## config.mk

```make
export PLATFORM = sky130hd
export DESIGN_NAME = sys_ctrl_regs_flat
export DESIGN_NICKNAME = d
export VERILOG_FILES = /design/src/rtl/sys_ctrl_regs_if.sv /design/src/rtl/sys_ctrl_regs.sv /design/src/flat_wrapper.sv
export SDC_FILE = /design/constraint.sdc
export NUM_CORES = 1
export LEC_CHECK = 0
export ABC_AREA = 1
export BUFFER_PORTS_ARGS = -buffer_cell sky130_fd_sc_hd__buf_2
export CAP_MARGIN = 20
export CORE_ASPECT_RATIO = 0.8
export CORE_UTILIZATION = 45
export CTS_BUF_LIST = sky130_fd_sc_hd__clkbuf_4 sky130_fd_sc_hd__clkbuf_8
export CTS_CLUSTER_DIAMETER = 100
export DETAILED_ROUTE_END_ITERATION = 10
export GPL_ROUTABILITY_DRIVEN = 1
export GPL_TIMING_DRIVEN = 0
export HOLD_SLACK_MARGIN = 0.08
export PLACE_DENSITY = 0.75
export SLEW_MARGIN = 15
export SYNTH_ARGS = -nofsm -noshare
export SYNTH_HDL_FRONTEND = slang
export SYNTH_HIERARCHICAL = 1
export SYNTH_SLANG_ARGS = --single-unit
```

## constraint.sdc

```tcl
create_clock -name clk -period 1.6 [get_ports clk]
set_input_delay 0.08 -clock clk [delete_from_list [all_inputs] [get_ports clk]]
set_output_delay 0.08 -clock clk [all_outputs]
set_load 0.05 [all_outputs]
```

## src/rtl/sys_ctrl_regs_if.sv

```systemverilog
// Register-bus bundle for sys_ctrl_regs: byte address, write data, byte-lane
// write strobes and combinational read data.
interface sys_ctrl_regs_if;
   logic [12:0] addr;
   logic [31:0] dataIn;
   logic [31:0] dataOut;
   logic        cs;
   logic        wr0, wr1, wr2, wr3;

   modport master (output addr, dataIn, cs, wr0, wr1, wr2, wr3, input dataOut);
   modport slave  (input addr, dataIn, cs, wr0, wr1, wr2, wr3, output dataOut);
endinterface

```

## src/rtl/sys_ctrl_regs.sv

```systemverilog
// System control register block: ID/version readback, soft-reset pulse, DAC/output
// mux selects and a keyed reboot sequencer. Define SYS_REBOOT_KEY_EN to gate reboot with an unlock key.
module sys_ctrl_byte_reg #(
   parameter logic [7:0] MASK = 8'hFF
) (
   input  logic       clk,
   input  logic       reset,
   input  logic       we,
   input  logic [7:0] d,
   output logic [7:0] q
);
   always_ff @(posedge clk) begin
      if (reset)   q <= '0;
      else if (we) q <= d & MASK;
   end
endmodule

module sys_ctrl_regs #(
   parameter int NUM_DAC      = 3,
   parameter int NUM_CH       = 2,
   parameter int RST_LEN      = 6,
   parameter int KEY_WINDOW   = 64,
   parameter int REBOOT_DELAY = 16
) (
   input  logic                  clk,
   input  logic                  reset,
   sys_ctrl_regs_if.slave        bus,
   input  logic [15:0]           versionNumber,
   input  logic [15:0]           fpgaType,
   input  logic [8:0]            idCode,
   output logic                  softReset,
   output logic                  reboot,
   output logic [31:0]           rebootAddress,
   output logic [4*NUM_DAC-1:0]  dacSel,
   output logic [4*NUM_CH-1:0]   chSel
);
   // Select nibbles beyond the configured count are held at zero by the lane masks.
   localparam logic [31:0] DAC_MASK = 32'hFFFF_FFFF >> (32 - 4*NUM_DAC);
   localparam logic [31:0] CH_MASK  = 32'hFFFF_FFFF >> (32 - 4*NUM_CH);

   typedef enum logic [1:0] {IDLE = 2'd0, UNLOCKED = 2'd1, HOLD = 2'd2, PULSE = 2'd3} state_t;
   state_t state, state_nxt;

   logic [3:0]  wr;
   logic [2:0]  off;
   logic [7:0]  sel;
   logic [31:0] ra_q, dac_q, ch_q, rdata;
   logic [7:0]  rst_cnt, dly_cnt;
   logic [15:0] win_cnt;
   logic        trig, key_wr, key_ok, key_fail, kf_set, kf_clr;
   logic        unused;

   assign wr     = {bus.wr3, bus.wr2, bus.wr1, bus.wr0};
   assign off    = bus.addr[4:2];
   assign sel    = bus.cs ? (8'd1 << off) : 8'd0;
   assign trig   = sel[2] & wr[3];
   assign unused = ^{bus.addr[12:5], bus.addr[1:0], dac_q, ch_q};

   for (genvar n = 0; n < 4; n++) begin : g_lane
      sys_ctrl_byte_reg u_ra (
         .clk(clk), .reset(reset), .we(sel[2] & wr[n]),
         .d(bus.dataIn[8*n +: 8]), .q(ra_q[8*n +: 8]));
      sys_ctrl_byte_reg #(.MASK(DAC_MASK[8*n +: 8])) u_dac (
         .clk(clk), .reset(reset), .we(sel[4] & wr[n]),
         .d(bus.dataIn[8*n +: 8]), .q(dac_q[8*n +: 8]));
      sys_ctrl_byte_reg #(.MASK(CH_MASK[8*n +: 8])) u_ch (
         .clk(clk), .reset(reset), .we(sel[5] & wr[n]),
         .d(bus.dataIn[8*n +: 8]), .q(ch_q[8*n +: 8]));
   end

`ifdef SYS_REBOOT_KEY_EN
   localparam logic [31:0] KEY = 32'h5EC0_B007;
   logic [31:0] key_q;

   for (genvar n = 0; n < 4; n++) begin : g_key
      sys_ctrl_byte_reg u_key (
         .clk(clk), .reset(reset), .we(sel[3] & wr[n]),
         .d(bus.dataIn[8*n +: 8]), .q(key_q[8*n +: 8]));
   end

   assign key_wr = sel[3] & (&wr);
   assign key_ok = key_wr & (bus.dataIn == KEY);
   assign kf_set = ((state == UNLOCKED) & key_wr & ~key_ok) | ((state == IDLE) & trig);
`else
   assign key_wr = 1'b0;
   assign key_ok = 1'b0;
   assign kf_set = 1'b0;
`endif

   assign kf_clr = sel[6] & wr[0] & bus.dataIn[4];

   // Reboot sequencer: state register
   always_ff @(posedge clk) begin
      if (reset) state <= IDLE;
      else       state <= state_nxt;
   end

   // Reboot sequencer: next state
   always_comb begin
      state_nxt = state;
      case (state)
`ifdef SYS_REBOOT_KEY_EN
         IDLE:     if (key_ok) state_nxt = UNLOCKED;
`else
         IDLE:     if (trig)   state_nxt = HOLD;
`endif
         UNLOCKED: begin
            if (trig)                   state_nxt = HOLD;
            else if (key_wr && !key_ok) state_nxt = IDLE;
            else if (win_cnt <= 16'd1)  state_nxt = IDLE;
         end
         HOLD:     if (dly_cnt <= 8'd1) state_nxt = PULSE;
         PULSE:    state_nxt = IDLE;
         default:  state_nxt = IDLE;
      endcase
   end

   // Reboot sequencer / soft reset: outputs
   always_comb begin
      reboot    = (state == PULSE);
      softReset = (rst_cnt != 8'd0);
   end

   always_ff @(posedge clk) begin
      if (reset) begin
         rst_cnt  <= '0;
         win_cnt  <= '0;
         dly_cnt  <= '0;
         key_fail <= 1'b0;
      end else begin
         if (sel[0] && wr[0])        rst_cnt <= 8'(RST_LEN);
         else if (rst_cnt != 8'd0)   rst_cnt <= rst_cnt - 8'd1;

         if (state == IDLE && key_ok)                   win_cnt <= 16'(KEY_WINDOW);
         else if (state == UNLOCKED && win_cnt != 16'd0) win_cnt <= win_cnt - 16'd1;

         if (state_nxt == HOLD && state != HOLD)         dly_cnt <= 8'(REBOOT_DELAY);
         else if (state == HOLD && dly_cnt != 8'd0)      dly_cnt <= dly_cnt - 8'd1;

         // A set wins over a clear landing in the same cycle.
         if (kf_set)      key_fail <= 1'b1;
         else if (kf_clr) key_fail <= 1'b0;
      end
   end

   always_comb begin
      rdata = '0;
      if (bus.cs) begin
         case (off)
            3'd0: rdata = {versionNumber, 16'h0};
            3'd1: rdata = {7'h0, idCode, fpgaType};
            3'd2: rdata = ra_q;
`ifdef SYS_REBOOT_KEY_EN
            3'd3: rdata = key_q;
`endif
            3'd4: rdata = dac_q;
            3'd5: rdata = ch_q;
            3'd6: rdata = {27'h0, key_fail, softReset, 1'b0, state};
            default: rdata = '0;
         endcase
      end
   end

   assign bus.dataOut   = rdata;
   assign rebootAddress = ra_q;
   assign dacSel        = dac_q[4*NUM_DAC-1:0];
   assign chSel         = ch_q[4*NUM_CH-1:0];
endmodule

```

## src/flat_wrapper.sv

```systemverilog
// flat-port wrapper written by rule: the top's interface ports become plain ports
module sys_ctrl_regs_flat 
#(
   parameter int NUM_DAC      = 3,
   parameter int NUM_CH       = 2,
   parameter int RST_LEN      = 6,
   parameter int KEY_WINDOW   = 64,
   parameter int REBOOT_DELAY = 16
)
  (clk, reset, versionNumber, fpgaType, idCode, softReset, reboot, rebootAddress, dacSel, chSel, bus_addr, bus_dataIn, bus_cs, bus_wr0, bus_wr1, bus_wr2, bus_wr3, bus_dataOut);
  sys_ctrl_regs_if bus_i ();
  input  logic clk;
  input  logic reset;
  input  logic [15:0] versionNumber;
  input  logic [15:0] fpgaType;
  input  logic [8:0] idCode;
  output logic softReset;
  output logic reboot;
  output logic [31:0] rebootAddress;
  output logic [4*NUM_DAC-1:0] dacSel;
  output logic [4*NUM_CH-1:0] chSel;
  input wire logic [$bits(bus_i.addr)-1:0] bus_addr;
  input wire logic [$bits(bus_i.dataIn)-1:0] bus_dataIn;
  input wire logic [$bits(bus_i.cs)-1:0] bus_cs;
  input wire logic [$bits(bus_i.wr0)-1:0] bus_wr0;
  input wire logic [$bits(bus_i.wr1)-1:0] bus_wr1;
  input wire logic [$bits(bus_i.wr2)-1:0] bus_wr2;
  input wire logic [$bits(bus_i.wr3)-1:0] bus_wr3;
  output wire logic [$bits(bus_i.dataOut)-1:0] bus_dataOut;
  assign bus_i.addr = bus_addr;
  assign bus_i.dataIn = bus_dataIn;
  assign bus_i.cs = bus_cs;
  assign bus_i.wr0 = bus_wr0;
  assign bus_i.wr1 = bus_wr1;
  assign bus_i.wr2 = bus_wr2;
  assign bus_i.wr3 = bus_wr3;
  assign bus_dataOut = bus_i.dataOut;
  sys_ctrl_regs #(.NUM_DAC(NUM_DAC), .NUM_CH(NUM_CH), .RST_LEN(RST_LEN), .KEY_WINDOW(KEY_WINDOW), .REBOOT_DELAY(REBOOT_DELAY)) u_core (.clk(clk), .reset(reset), .bus(bus_i), .versionNumber(versionNumber), .fpgaType(fpgaType), .idCode(idCode), .softReset(softReset), .reboot(reboot), .rebootAddress(rebootAddress), .dacSel(dacSel), .chSel(chSel));
endmodule
```

==> metrics, run 1 <==
status complete, but fails checks; violated checks setup timing; crit share post-route 107.4%; final setup vio count 1; max_cap viols 0; Reg2Reg Launch Point u_core/win_cnt[0]$_SDFFE_PP0P_; Core ar. roughly 0.012 mm^2; vias in the first global route between 5000 and 6000; critical-path maximum fanout 2; DP Worst Slack -0.2021 ns; Critical R2R Capture u_core/win_cnt[0]$_SDFFE_PP0P_; Warnings, synthesis 6; Tmin final 1.719 ns; via count 6243; NumNets Final between 1000 and 1500; clk sink count 86; LEAKAGE roughly 4 nW; share of cells above drive strength 1 just under 30%; Multi-input gate area between 0.003 and 0.004 mm^2; peak supply drop about 0.37 mV; gr ovfl total 0; Initial Util 47.39%; post-DP HPWL 11920 um; post-layout util between 60% and 70%; fillers roughly 1100; HP Class in -> reg; later-pin clock latency in the skew report 0.36 ns; synth-to-layout area growth 39.67%; port bufs 167; Pre-Repair DR Iteration Count 5; GPL Wtd Cong ~0.83; Rows 35; slowest cell delay on critical path approximately 0.33 ns; CP endpoint bus_dataOut[3]; worst hold slack 0.1071 ns; Worst R2R Setup Slack ~0.14 ns; largest net degree at the start of global routing 16; die footprint roughly 0.013 mm^2; Post-Syn Area approximately 0.0056 mm^2; initial antenna violation count 2; drt drc 0; Fmax between 0.5 and 0.6 GHz; Post-Syn Instances 925; CTS tree yes; drt first-iter violations 373; CP Data Required Time ~1.5 ns; met2 WL post-DR 7739 um; Clock Tree Root clkbuf_8; vias per inst 4.638; first-pass GRT wire length 26400 um; RSZ-0062 raised after global routing true; I/O pin total about 180; crit path kind reg -> out; die width about 130 um; fin. max-slew vios 0; CTS buffer count 9; clock buffer depth 2; Worst Tran Pin Value approximately 0.84 ns; Worst slew margin ~44%; setup slack after layout -0.1187 ns; final WL 16390 um; gr usage total ~26%; WL/cell roughly 12 um; CP Launch Point u_core/rst_cnt[0]$_SDFFE_PP0P_; Slowest-stage cell, CP dfxtp_2; worst-path cell chain inv_2 -> ha_4 -> nand2_4 -> nor2_4 -> nand3_2 -> inv_2 -> nor2_2 -> nor2_1 -> nor2_2 -> buf_6; pwr/cell area around 740 mW/mm^2; DR WL met3 771 um; worst reg2reg path depth 10; WL met1 ~7500 um; register cell area after layout ~0.0017 mm^2; Worst Skew 0.007100 ns; nature of the critical path startpoint flip-flop; Die Ht 101.6 um; Final ANT Viol Nets 0; Worst Setup End Kind output pin; Final Hold Fails 0; Highest Signal Layer met4; CP arrival 1.64 ns; syn_area_per_cell roughly 6 um^2; CTS H-tree lvls 3; Clock transition at path regs 0.08 ns
==> what timing repair did <==
action,4_1_cts,5_1_grt
endpoints found under the hold margin,52,0
gates resized for setup,21,46
endpoints found under the setup margin,32,50
setup buffers,11,7
hold buffers,32,0
pin swaps,4,7
==> registers in the layout, summed over array words and instances (netlist names) <==
name	count
u_core/win_cnt	16
u_core/g_lane.u_ch/q	8
u_core/state	2
u_core/g_lane.u_dac/q	12
u_core/dly_cnt	8
u_core/g_lane.u_ra/q	32
u_core/rst_cnt	8
==> worst min path at each step <==
stage	from	to	slack (ns)	cells after the start
2_1_floorplan	reset	u_core/g_lane[1].u_dac/q[0]$_SDFFE_PP0P_	0.23	3
3_3_place_gp	bus_dataIn[15]	u_core/g_lane[1].u_ra/q[7]$_SDFFE_PP0P_	0.37	5
3_5_place_dp	bus_dataIn[27]	u_core/g_lane[3].u_ra/q[3]$_SDFFE_PP0P_	0.37	5
4_1_cts	bus_wr0	u_core/rst_cnt[2]$_SDFFE_PP0P_	0.09	3
5_1_grt	bus_wr0	u_core/rst_cnt[2]$_SDFFE_PP0P_	0.12	3
6_report	bus_wr0	u_core/rst_cnt[2]$_SDFFE_PP0P_	0.11	3
==> stage by stage <==
stage	total power, mW	cell area [um^2]	std cells	TNS, ns
2_1_floorplan	3.356	5944	963	-0.1300
3_3_place_gp	3.678	6965	1278	-3.433
3_5_place_dp	3.700	6965	1278	-3.663
4_1_cts	5.623	7636	1337	-0.1562
5_1_grt	6.068	7797	1346	-0.3757
6_report	5.768	7797	1346	-0.1187
==> placed cells by master (no fill, tap or decap), types with 2 or more instances in the layout <==
master         count
nand2_1          330
nor2_1           174
buf_2            151
inv_1            101
dfxtp_1           82
buf_4             72
conb_1            44
dlygate4sd3_1     32
a21oi_1           28
a41oi_2           20
buf_6             18
nand3_1           18
nor2_2            15
clkbuf_4          14
clkbuf_8          10
xor2_1            10
nand2_2            9
a31oi_2            9
inv_2              7
o21ai_0            6
clkbuf_1           5
ha_1               5
or2_2              4
dfxtp_2            4
clkinvlp_4         3
nor3_4             3
nand4_1            3
xnor2_1            3
diode_2            2
nand2_4            2
==> critical path, delay by kind of cell, from the launching register on <==
family        cells  cell delay, ns
simple gates      6            0.46
flops             1            0.33
fa+ha+maj         1            0.15
buf+inv           3            0.34
==> per-layer routing <==
layer	up-vias	GRT usage, %
met2	154	45.35
met4	0	8.341
met1	2810	32.24
li1	3253	-
met3	26	4.437
met5	-	0
==> cell type report <==
cell class	instances	share of cell area, %
clock inverters	6	0.8986
multi-input cells	692	42.36
diodes	2	0.06418
well taps	148	2.375
flip-flops and latches	86	22.14
inverters	109	5.279
repair buffers	217	17.38
clock buffers	10	1.765
plain buffers	76	7.734
==> power breakdown <==
part / internal, mW / total, mW / switching, mW / leakage (nW)
combinational: 0.820 / 1.87 / 1.05 / 3.19
clock: 0.771 / 1.58 / 0.808 / 0.0951
sequential: 2.24 / 2.32 / 0.0808 / 0.698
Note: power is estimated with default switching activity, not from simulation.
==> run 2: changes to the inputs <==
--- a/config.mk
+++ b/config.mk
@@ -11,2 +11,3 @@
 export CORE_ASPECT_RATIO = 0.8
+export CORE_MARGIN = 4
 export CORE_UTILIZATION = 45
==> constraint.sdc (replaced) <==
create_clock -name clk -period 1.6 [get_ports clk]
set_input_delay 0 -clock clk [delete_from_list [all_inputs] [get_ports clk]]
set_output_delay 0 -clock clk [all_outputs]
set_load 0.05 [all_outputs]
==> run 2 against run 1 <==
- the run still ends with setup timing left
- power is 0.93% higher
- fmax is 3.2% higher
- wire length is 4.5% higher
- first-iteration DRC count is 12% lower
- critical endpoint unchanged
==> metrics, run 2 (synthesized netlist as in run 1, its figures left out) <==
status complete, but fails checks; violated checks setup timing; Tmin final 1.665 ns (-0.05396 ns); die footprint 0.01426 mm^2 (+11%); CP Data Required Time 1.60 ns (+0.08 ns); share of cells above drive strength 1 28.40% (-0.94 points); NumNets Final 1291 (+0.078%); CP arrival 1.66 ns (+0.02 ns); CTS tree yes; Worst Tran Pin Value 0.7128 ns (-0.1234 ns); Post-DP Area 0.006894 mm^2 (-1.0%); fillers 1124 (+5.8%); final WL 17120 um (+4.5%); HP Class in -> reg; LEAKAGE 3.993 nW (+0.31%); Worst Hold Path Cells 5 (+2); GPL Wtd Cong 0.8605 (+3.5%); WHS Endpoint u_core/state[1]$_SDFF_PP0_; Worst R2R Setup Slack 0.15 ns (about the same); Initial Util 45.91% (-1.5 points); nature of the critical path startpoint flip-flop; Final ANT Viol Nets 0 (unchanged); Reg2Reg Launch Point u_core/rst_cnt[1]$_SDFFE_PP0P_; fin. max-slew vios 0 (unchanged); peak supply drop 0.6440 mV (+73%); drt first-iter violations 328 (-12%); worst hold slack 0.1088 ns (+0.001763 ns); Final Hold Fails 0 (unchanged); crit path kind reg -> out; Hold Crit Start bus_wr3; clock buffer depth 2 (unchanged); Top reg by flops u_core/g_lane.u_ra/q; Rows 36 (+2.9%); worst-path cell chain inv_2 -> ha_4 -> nand2_4 -> nor2_4 -> nand3_2 -> inv_2 -> nor2_1 -> nor2_1 -> nor2_2 -> buf_6; synth-to-layout area growth 37.83%; most frequent cells in the layout 330 x nand2_1, 173 x nor2_1, 171 x buf_2; RSZ-0062 raised after global routing true; die width 132.5 um (+4.7%); Pre-Repair DR Iteration Count 5 (unchanged); Fmax 0.6007 GHz (+3.2%); Clock transition at path regs 0.10 ns (+0.02 ns); crit share post-route 104.0% (-3.4 points); fin cells 1349 (+0.22%); slowest cell delay on critical path 0.35 ns (+0.02 ns); post-DP HPWL 12570 um (+5.4%); commonest non-fill, non-tap cell in the layout nand2_1; final instance area 0.007695 mm^2 (-1.3%); gr ovfl total 0 (unchanged); Clock Tree Root clkbuf_8; Die Ht 107.6 um (+5.9%); Inst Count DP 1282 (+0.31%); port bufs 167 (unchanged); first-pass GRT wire length 27710 um (+5.0%); CTS buffer count 9 (unchanged); Worst slew margin 52.48% (+8.2 points); setup slack after layout -0.06472 ns (+0.05396 ns); Slowest-stage cell, CP dfxtp_2; pwr/cell area 756.6 mW/mm^2 (+2.3%); Largest regs u_core/g_lane.u_ra/q (32), u_core/win_cnt (16), u_core/g_lane.u_dac/q (12); vias per inst 4.570 (-1.5%); WL/cell 12.69 um (+4.3%); Worst Skew 0.01397 ns (+0.006870 ns); max_cap viols 0 (unchanged); critical-path maximum fanout 3 (+1); Critical R2R Capture u_core/rst_cnt[1]$_SDFFE_PP0P_; via count 6165 (-1.2%); Antenna diodes 0 (-2); Total Power 5.822 mW (+0.93%); Worst Setup End Kind output pin; clk sink count 86 (unchanged); Largest register FFs 32 (unchanged); gr usage total 24.19% (-1.6 points); Core ar. 0.01216 mm^2 (+3.2%); I/O pin total 179 (unchanged); later-pin clock latency in the skew report 0.38 ns (+0.02 ns); CTS H-tree lvls 3 (unchanged); initial antenna violation count 1 (-1); vias in the first global route 5823 (+4.6%); largest net degree at the start of global routing 17 (+1); final setup vio count 1 (unchanged); drt drc 0 (unchanged); worst reg2reg path depth 12 (+2)
run 2: stage by stage:
| stage | setup slack, ns | TNS [ns] | utilization (%) |
|---|---|---|---|
| after floorplan | -0.04996 | -0.04996 | - |
| after global placement | -0.07751 | -0.6727 | 56.69 |
| after detailed placement | -0.1173 | -0.9232 | 56.69 |
| after CTS | -0.09985 | -0.1197 | 62.52 |
| after global routing | -0.1675 | -0.3353 | 63.27 |
| final | -0.06472 | -0.06472 | 63.27 |
run 2: how the worst max path moves through the flow:
| stage | depth (start not counted) | start | endpoint |
|---|---|---|---|
| after floorplan | 9 | u_core/rst_cnt[0]$_SDFFE_PP0P_ | bus_dataOut[3] |
| after global placement | 10 | u_core/win_cnt[0]$_SDFFE_PP0P_ | u_core/win_cnt[4]$_SDFFE_PP0P_ |
| after detailed placement | 10 | u_core/win_cnt[0]$_SDFFE_PP0P_ | u_core/win_cnt[13]$_SDFFE_PP0P_ |
| after CTS | 10 | u_core/rst_cnt[0]$_SDFFE_PP0P_ | bus_dataOut[3] |
| after global routing | 10 | u_core/rst_cnt[0]$_SDFFE_PP0P_ | bus_dataOut[3] |
| final | 10 | u_core/rst_cnt[1]$_SDFFE_PP0P_ | bus_dataOut[3] |
run 2: final cells by class:
cell class / count / area (um^2) / area share [%]
clock buffer: 10 / 137.6 / 1.789
timing repair buffer: 218 / 1334 / 17.33
clock inverter: 6 / 75.07 / 0.9756
tap: 152 / 190.2 / 2.472
multi-input combinational: 692 / 3231 / 41.98
buffer: 76 / 588.1 / 7.642
inverter: 109 / 412.9 / 5.366
sequential: 86 / 1727 / 22.44
run 2: critical path: cells and delay by family, from the launching register on:
kind | cells | cell delay [ns]
adder cells (fa/ha/maj) | 1 | 0.15
AND/OR/NAND/NOR | 6 | 0.46
flip-flops | 1 | 0.35
buffers and inverters | 3 | 0.33
run 2: what timing repair did:
action / in CTS / in global routing
pin swaps: 3 / 4
resized for setup: 14 / 25
hold buffers: 36 / 0
setup endpoints to repair: 17 / 44
setup buffers: 13 / 4
endpoints found under the hold margin: 53 / 0
run 2: metal layers:
layer / GRT usage (%) / up-vias / part of all wire [%] / wire length [um]
met3: 6.075 / 24 / 5.9 / 1002
li1: - / 3254 / - / -
met4: 6.380 / 2 / 1.6 / 279
met5: 0 / - / 0.076 / 13
met2: 42.13 / 170 / 47 / 8032
met1: 29.99 / 2715 / 46 / 7794
run 2: power breakdown:
group	switching [mW]	internal [mW]	total, mW
clock	0.880	0.792	1.67
combinational	1.02	0.808	1.83
sequential	0.0810	2.24	2.32
==> run 3: changes to the inputs <==
Settings changed: SKIP_CTS_REPAIR_TIMING set to 1.
==> run 3 against run 2 <==
- clock power about the same
- setup slack got worse by 0.069 ns
- first-iteration DRC count is 14% higher
- sequential power barely moved
- the run still ends with setup timing left
- clock skew barely moved
- cell count fell by 0.30%
- largest cell class unchanged
==> metrics, run 3 (synthesized netlist as in run 1, its figures left out) <==
Top reg by flops u_core/g_lane.u_ra/q; final WL 16850 um (-1.6%); post-DP HPWL 12570 um (unchanged); Worst Tran Pin Value 0.7211 ns (+0.008354 ns); later-pin clock latency in the skew report 0.38 ns (about the same); most frequent cells in the layout 330 x nand2_1, 175 x nor2_1, 171 x buf_2; vias per inst 4.551 (-0.42%); Clk pwr share 29.3% (+0.6 points); gr ovfl total 0 (unchanged); worst-path cell chain inv_2 -> ha_4 -> nand2_4 -> nor2_4 -> nand3_4 -> inv_2 -> nor2_1 -> nor2_1 -> nor2_2 -> buf_6; Core ar. 0.01216 mm^2 (unchanged); CTS H-tree lvls 3 (unchanged); initial antenna violation count 1 (unchanged); Largest register FFs 32 (unchanged); vias in the first global route 5447 (-6.5%); clk sink count 86 (unchanged); Fmax 0.5767 GHz (-4.0%); setup slack after layout -0.1339 ns (-0.06919 ns); status complete, but fails checks; clock buffer depth 2 (unchanged); Final Hold Fails 0 (unchanged); DP Worst Slack -0.1173 ns (unchanged); share of cells above drive strength 1 28.08% (-0.32 points); Slowest-stage cell, CP dfxtp_2; NumNets Final 1287 (-0.31%); Tmin final 1.734 ns (+0.06919 ns); WL/cell 12.53 um (-1.3%); Post-DP Area 0.006894 mm^2 (unchanged); LEAKAGE 3.970 nW (-0.58%); CP Data Required Time 1.60 ns (about the same); GPL Wtd Cong 0.8605 (unchanged); Setup TNS Final -0.2029 ns (-0.1382 ns); Final ANT Viol Nets 0 (unchanged); crit share post-route 108.4% (+4.3 points); Largest regs u_core/g_lane.u_ra/q (32), u_core/win_cnt (16), u_core/g_lane.u_dac/q (12); fin. max-slew vios 0 (unchanged); commonest non-fill, non-tap cell in the layout nand2_1; die footprint 0.01426 mm^2 (unchanged); Clock transition at path regs 0.10 ns (about the same); max_cap viols 0 (unchanged); nature of the critical path startpoint flip-flop; Die Ht 107.6 um (unchanged); critical-path maximum fanout 3 (unchanged); post-layout util 63.00% (-0.27 points); Pre-Repair DR Iteration Count 5 (unchanged); CP arrival 1.73 ns (+0.07 ns); CTS buffer count 9 (unchanged); synth-to-layout area growth 37.25%; pwr/cell area 744.4 mW/mm^2 (-1.6%); slowest cell delay on critical path 0.34 ns (about the same); first-pass GRT wire length 26070 um (-5.9%); Int Power 3.773 mW (-1.8%); Seq pwr share 40.7% (+0.8 points); HP Class in -> reg; Switching Share 33.85% (-0.18 points); largest net degree at the start of global routing 17 (unchanged); violated checks setup timing; Rows 36 (unchanged); switching power 1.931 mW (-2.5%); final instance area 0.007662 mm^2 (-0.42%); I/O pin total 179 (unchanged); combinational share of power 30.0% (-1.4 points); Antenna diodes 0 (unchanged); drt first-iter violations 374 (+14%); crit path kind reg -> out; port bufs 167 (unchanged); peak supply drop 0.6474 mV (+0.54%); Clock Tree Root clkbuf_8; Initial Util 45.91% (unchanged); drt drc 0 (unchanged); worst hold slack 0.07850 ns (-0.03031 ns); final setup vio count 2 (+1); via count 6121 (-0.71%); Worst Skew 0.01393 ns (-0.00004150 ns); die width 132.5 um (unchanged); RSZ-0062 raised after global routing true; CTS tree yes; gr usage total 22.76% (-1.4 points); Worst slew margin 51.92% (-0.56 points); Worst Setup End Kind output pin
run 3: cell types whose count changed in the layout (fill, tap and decap cells not counted), sizes merged:
cell and delta:
buf -2, dlygate4sd3 -2
run 3: power by group through the flow:
stage | Clock (mW) | Sequential, mW | Combinational [mW]
floorplan | 0 | 2.44 | 0.905
finish | 1.67 | 2.32 | 1.71
global placement | 0 | 2.36 | 1.31
global route | 1.81 | 2.34 | 1.87
CTS | 1.72 | 2.31 | 1.33
detailed placement | 0 | 2.36 | 1.33
run 3: worst paths after layout:
check | slack, ns | cells past startpoint | end | startpoint
worst max-delay path | -0.13 | 10 | bus_dataOut[3] | u_core/rst_cnt[1]$_SDFFE_PP0P_
worst min-delay path | 0.08 | 4 | u_core/g_lane[1].u_dac/q[0]$_SDFFE_PP0P_ | reset
worst max register to register | 0.15 | 7 | u_core/dly_cnt[5]$_SDFFE_PP0P_ | u_core/dly_cnt[0]$_SDFFE_PP0P_
worst min register to register | 0.44 | 1 | u_core/rst_cnt[0]$_SDFFE_PP0P_ | u_core/rst_cnt[0]$_SDFFE_PP0P_
run 3: area by class of cell:
class | count | area (um^2)
plain buffers | 76 | 590.6
clock buffers | 10 | 137.6
clock inverters | 6 | 75.07
fillers | 1126 | 4499
inverters | 109 | 415.4
multi-input cells | 692 | 3228
flip-flops and latches | 86 | 1727
well taps | 152 | 190.2
repair buffers | 214 | 1299
run 3: critical path, delay by kind of cell, from the launching register on:
kind | cells | cell delay (ns)
fa+ha+maj | 1 | 0.14
flops | 1 | 0.34
simple gates | 6 | 0.55
buf+inv | 3 | 0.32
run 3: through the flow:
stage | instances | power, mW
2_1_floorplan | 963 | 3.345
6_report | 1345 | 5.704
3_3_place_gp | 1282 | 3.671
3_5_place_dp | 1282 | 3.682
4_1_cts | 1298 | 5.359
5_1_grt | 1345 | 6.013
run 3: routing by layer:
metal | part of all wire, % | track usage [%] | up-vias
li1 | - | - | 3240
met1 | 46 | 29.30 | 2688
met2 | 47 | 38.42 | 175
met3 | 6.4 | 6.028 | 16
met4 | 1.1 | 5.193 | 2
met5 | 0.077 | 0 | -
